## src/rtl/mem_receiver.sv

```systemverilog
// ---------------------------------------------------------------------------
// mem_receiver
// Load-data formatter on the memory-read return path of an RV32I-style core.
// It takes the aligned word from data memory, picks out the addressed byte or
// halfword, and sign- or zero-extends it to XLEN bits. The result is
// registered for the writeback stage together with valid and error flags.
//
// Ports:
//   clk        in   system clock, rising edge
//   rst_n      in   asynchronous active-low reset
//   valid_in   in   read_data/Addr2Lsb/func3 are valid this cycle
//   read_data  in   [XLEN-1:0] aligned word returned by data memory
//   Addr2Lsb   in   [1:0] address bits [1:0] of the load
//   func3      in   [2:0] load type (LB, LH, LW, LBU, LHU)
//   load_word  out  [XLEN-1:0] formatted, extended load result (registered)
//   valid_out  out  valid_in delayed by one cycle
//   misaligned out  halfword at an odd address, or word at a non-zero offset
//   illegal    out  func3 is not a load encoding (011, 110, 111)
// Only XLEN = 32 is supported.
// ---------------------------------------------------------------------------
module mem_receiver #(
   parameter int XLEN = 32
) (
   input  logic            clk,
   input  logic            rst_n,
   input  logic            valid_in,
   input  logic [XLEN-1:0] read_data,
   input  logic [1:0]      Addr2Lsb,
   input  logic [2:0]      func3,
   output logic [XLEN-1:0] load_word,
   output logic            valid_out,
   output logic            misaligned,
   output logic            illegal
);

   localparam logic [2:0] F3_LB  = 3'b000;
   localparam logic [2:0] F3_LH  = 3'b001;
   localparam logic [2:0] F3_LW  = 3'b010;
   localparam logic [2:0] F3_LBU = 3'b100;
   localparam logic [2:0] F3_LHU = 3'b101;

   logic [XLEN-1:0] load_word_q,  load_word_d;
   logic            valid_q,      valid_d;
   logic            misaligned_q, misaligned_d;
   logic            illegal_q,    illegal_d;

   logic [7:0]  sel_byte;
   logic [15:0] sel_half;

   // Lane selection is done unconditionally; func3 decides which one is used.
   always_comb begin
      sel_byte = read_data[7:0];
      case (Addr2Lsb)
         2'b00: sel_byte = read_data[7:0];
         2'b01: sel_byte = read_data[15:8];
         2'b10: sel_byte = read_data[23:16];
         2'b11: sel_byte = read_data[31:24];
         default: sel_byte = read_data[7:0];
      endcase
      // Addr2Lsb[0] never shifts halfword data; a halfword is not split.
      sel_half = Addr2Lsb[1] ? read_data[31:16] : read_data[15:0];
   end

   // Next-state: the data registers only load when valid_in is high, so
   // idle cycles leave the previous result and flags visible.
   always_comb begin
      load_word_d  = load_word_q;
      misaligned_d = misaligned_q;
      illegal_d    = illegal_q;
      valid_d      = valid_in;
      if (valid_in) begin
         misaligned_d = 1'b0;
         illegal_d    = 1'b0;
         case (func3)
            F3_LB:  load_word_d = {{24{sel_byte[7]}}, sel_byte};
            F3_LBU: load_word_d = {24'd0, sel_byte};
            F3_LH: begin
               load_word_d  = {{16{sel_half[15]}}, sel_half};
               misaligned_d = Addr2Lsb[0];
            end
            F3_LHU: begin
               load_word_d  = {16'd0, sel_half};
               misaligned_d = Addr2Lsb[0];
            end
            F3_LW: begin
               load_word_d  = read_data;
               misaligned_d = |Addr2Lsb;
            end
            default: begin
               load_word_d = '0;
               illegal_d   = 1'b1;
            end
         endcase
      end
   end

   always_ff @(posedge clk or negedge rst_n) begin
      if (!rst_n) begin
         load_word_q  <= '0;
         valid_q      <= 1'b0;
         misaligned_q <= 1'b0;
         illegal_q    <= 1'b0;
      end else begin
         load_word_q  <= load_word_d;
         valid_q      <= valid_d;
         misaligned_q <= misaligned_d;
         illegal_q    <= illegal_d;
      end
   end

   assign load_word  = load_word_q;
   assign valid_out  = valid_q;
   assign misaligned = misaligned_q;
   assign illegal    = illegal_q;

endmodule

```

## config.mk

```make
export PLATFORM = sky130hd
export DESIGN_NAME = mem_receiver
export DESIGN_NICKNAME = d
export VERILOG_FILES = /design/src/rtl/mem_receiver.sv
export SDC_FILE = /design/constraint.sdc
export NUM_CORES = 1
export LEC_CHECK = 0
export BUFFER_PORTS_ARGS = -buffer_cell sky130_fd_sc_hd__buf_2
export CAP_MARGIN = 30
export CORE_ASPECT_RATIO = 1.4
export CORE_MARGIN = 8
export CORE_UTILIZATION = 55
export CTS_BUF_LIST = sky130_fd_sc_hd__clkbuf_8
export CTS_CLUSTER_DIAMETER = 50
export DETAILED_ROUTE_END_ITERATION = 8
export GPL_TIMING_DRIVEN = 0
export PLACE_DENSITY_LB_ADDON = 0.25
export SYNTH_ARGS = -nofsm -noshare
export SYNTH_HDL_FRONTEND = slang
export SYNTH_SLANG_ARGS = --single-unit
```

## constraint.sdc

```tcl
create_clock -name clk -period 2.33 [get_ports clk]
set_input_delay 0.233 -clock clk [delete_from_list [all_inputs] [get_ports clk]]
set_output_delay 0.233 -clock clk [all_outputs]
set_load 0.01 [all_outputs]
```

## Yosys cells after proc, flatten, opt, wreduce, memory -nomap -nowiden

Index checks and enable logic that the tools add are counted.

- Bits in registers: 35
- Input port bits: 40
- Logic and storage cells: 21

- Equality and inequality tests: 7
- Multiplexer cells: 5
- Reductions and logical operators: 5

Operators with widths:

| cell | number |
|---|---|
| $pmux 32 s5 | 1 |
| $pmux 8 s4 | 1 |
| $mux 16 | 1 |
| $eq 3x3->1 const B | 2 |
| $reduce_or 5->1 | 1 |
| $eq 2x2->1 const B | 2 |
| $reduce_or 2->1 | 2 |
| $eq 3x1->1 const B | 1 |
| $eq 3x2->1 const B | 1 |
| $logic_not 3->1 | 1 |
| $eq 2x1->1 const B | 1 |
| $logic_not 2->1 | 1 |
| $pmux 1 s2 | 1 |
| $mux 1 | 1 |

## Logic depth before layout (Yosys ltp)

- Depth in word-level cells: 3
- Depth in mapped cells: 6
- Mapped depth without buffers: 3

## Least setup slack after synthesis

Ideal clock, no wire load.

- Kind: input to register
- From: input Addr2Lsb[0]
- To: register load_word_q[10] (netlist: load_word[10])
- Setup time: 0.123 ns
- Data arrival time: 1.159 ns
- Path slack: 1.049 ns
- Stages: 3
- Path buffers: 0
- Path through: mux2_4 a221o_2 o221a_1

- Word-level cells in the longest chain between the ends: 3
- Elaborated cells on any way between the ends: 6
- Classes of those cells: 3 x eq/ne; 2 x mux; 1 x reduce/logical

Ends and longest elaborated chain:

| item | RTL line | RTL |
|---|---|---|
| start: declaration | 28 | `input logic [1:0] Addr2Lsb,` |
| $eq 2x2->1 (tied with other cells) | 53 | `case (Addr2Lsb)` |
| $pmux 8 s4 * | 53 |  |
| $pmux 32 s5 * | 74 | `case (func3)` |
| end signal: assignment | 104 | `load_word_q <= load_word_d;` |
| end: declaration | 42 | `logic [XLEN-1:0] load_word_q, load_word_d;` |

Mark *: on every way between the ends. The rest lies on a longest branch, timed or not.
A chain may end at the register's enable or synchronous reset.

==> results.json <==
{
  "status": "finished, final reports clean",
  "synth_top_family_by_area": "compound AO/OA/AOI/OAI gates",
  "grt_overflow_total": 0,
  "syn_avg_cell_area_um2": 10.01,
  "power.switching_uw": 420.8,
  "synth_warnings": 0,
  "grt_pass1_vias": 2022,
  "cap_violations": 0,
  "numCtsBuffers": 5,
  "maxSlewViolCount": 0,
  "p_sw_frac": 0.2946,
  "dieHeight_um": 88.27,
  "nets": 324,
  "setup_viol": 0,
  "grt_usage": 0.2024,
  "cts_root_buf": "clkbuf_8",
  "diodes": 0,
  "clock_latency_ns": 0.28,
  "r2r-start": "load_word[31]$_DFFE_PN0P_",
  "die_x_um": 67.62,
  "postLayoutCellArea_um2": 2546,
  "drive_above_1_share": 0.3649,
  "gp_congestion": 0.8842,
  "multiInputGateArea_um2": 1045,
  "die-area_um2": 5969,
  "rsz0062_at_grt": "false",
  "place_inst": 319,
  "cts_tree": "done",
  "synth_edf_count": 0,
  "layoutNonFillerInstCount": 327,
  "final_cell_mix": "buf_2 (81), dfrtp_1 (35), a21oi_1 (32), nor2b_1 (18), a31oi_1 (18)",
  "intPower_mw": 1.008,
  "dpl-instance-area_um2": 2465,
  "syn_to_final_growth_pct": 24.09,
  "ys_ff_latch": 35,
  "p_seq_frac": 0.476,
  "skew_ns": 0,
  "p_leak_nw": 1.234,
  "p_comb_frac": 0.240,
  "viasPerCell": 5.869,
  "clkPwrFrac": 0.284,
  "clk_path_buf_depth": 2,
  "cp.required_ns": 2.53,
  "cts_hold_buf": 0,
  "max_freq_mhz": 727.0,
  "clk_pin_slew_ns": 0.07,
  "hp-class": "in2async",
  "hpwl_um": 4687,
  "drc": 0,
  "synth.mux.area_fraction": 0.1323,
  "max_slew.worst_pin.slew_ns": 0.7756,
  "powerDensity_nw_per_um2": 561.0,
  "synth-simple-area-share": 0.1098,
  "synth_compound_area_frac": 0.2671,
  "fillers": 299,
  "dr_total_vias": 1919,
  "arrival_ns": 1.57,
  "ioPinCount": 75,
  "crit_path_start": "valid_in",
  "critical_path_class": "in2reg",
  "core_um2": 3611,
  "row_count": 26,
  "ir_worst_vdd_mv": 0.4361,
  "drt_iter0_drc": 91,
  "cp_max_fo": 10,
  "start_util": 0.5683,
  "slew_headroom": 0.4830,
  "finalHoldViolCount": 0,
  "synth_xor_area_frac": 0,
  "fin_tns_setup_ns": 0,
  "endpoint_kind": "flop",
  "route.final.wire_length_um": 5972,
  "synth_fa_ha_area_frac": 0,
  "io_buffers": 72,
  "syn-cell-area_um2": 2052,
  "antenna_found_initial": 0,
  "first_pass_iters": 4,
  "period_share": 0.5904,
  "period_minus_slack_ns": 1.376,
  "final_common_cell": "buf_2",
  "final_util": 0.7051,
  "cts-resized-gates": 0,
  "wire_per_inst_um": 18.26,
  "syn_inst": 205,
  "ys_seq_area_frac": 0.4268,
  "cts_num_sinks": 35,
  "drtAntennaViolNets": 0,
  "area.sequential_um2": 875.8,
  "grt_max_degree": 36,
  "synth_top_flop_cell": "dfrtp_1",
  "cts_setup_buffers": 0,
  "synth_cell_types": 31,
  "synth_async_sr_flop_share": 1.000,
  "htree_levels": 2,
  "grt_pass1_wl_um": 9377,
  "synth_nets": 245,
  "cp-start-kind": "input port"
}
[logic make-up after synthesis]
family                 after synthesis
buffers and inverters               27
AND/OR/NAND/NOR                     38
flip-flops                          35
multiplexers                        25
AO/OA/AOI/OAI                       80
[power by group through the flow]
stage               logic [mW]  registers (mW)  clock network [mW]
floorplan                0.172           0.714                   0
global placement         0.337           0.690                   0
detailed placement       0.343           0.692                   0
CTS                      0.344           0.680               0.417
global route             0.375           0.685               0.438
finish                   0.343           0.680               0.405
[through the flow]
step                      power, mW  hold WS (ns)  setup slack (ns)
after global placement        1.027        0.3458            0.7455
after global routing          1.499       0.06573            0.8119
final                         1.428       0.02482            0.9545
after CTS                     1.441       0.04651            0.9850
after floorplan              0.8855      -0.06259             1.049
after detailed placement      1.034        0.3543            0.6922
[sequential cells by signal, indices dropped and copies added, names as in the netlist]
signal	flops
load_word	32
misaligned	1
illegal	1
valid_out	1
[worst paths after layout]
kind / end / slack, ns / cells after the start
max: load_word[7]$_DFFE_PN0P_ / 0.95 / 6
min: load_word[8]$_DFFE_PN0P_ / 0.02 / 1
max reg2reg: load_word[31]$_DFFE_PN0P_ / 1.41 / 3
min reg2reg: illegal$_DFFE_PN0P_ / 0.54 / 2
max in group asynchronous: load_word[7]$_DFFE_PN0P_ / 1.80 / 1
min in group clk: valid_out$_DFF_PN0_ / 0.07 / 1
[worst max-delay path, cell delays in order]
cell and delay [ns]:
buf_2 0.08, buf_2 0.20, buf_2 0.25, clkbuf_1 0.42, o21ai_0 0.20, a31oi_1 0.19
[synth_stat cells, drive strengths merged (3+ instances only)]
cell     instances  area, um^2
dfrtp           35       875.8
a21oi           32       160.2
nor2b           18       112.6
a31oi           18       112.6
nand2            4       15.01
nand3            7       35.03
buf             13       78.82
o2bb2ai          7       61.31
mux2            11       131.4
o221ai           7       61.31
o221a            8       90.09
o21ai            3       15.01
nand2b           3       18.77
clkbuf           5       18.77
mux2i           14       140.1
inv              9       33.78
[layout make-up]
type	instances	share of cell area
well taps	42	0.02064
inverters	9	0.01327
plain buffers	18	0.03833
clock buffers	5	0.02703
clock inverters	3	0.004914
repair buffers	72	0.1415
multi-input cells	143	0.4103
flip-flops and latches	35	0.3440
[metal layers]
metal	vias up	track usage	share of wire
met1	918	0.2317	0.41
met3	7	0.04816	0.058
li1	939	-	-
met5	-	0	0
met2	55	0.3492	0.52
met4	0	0.07824	0.013
Note: power is estimated with default switching activity, not from simulation.
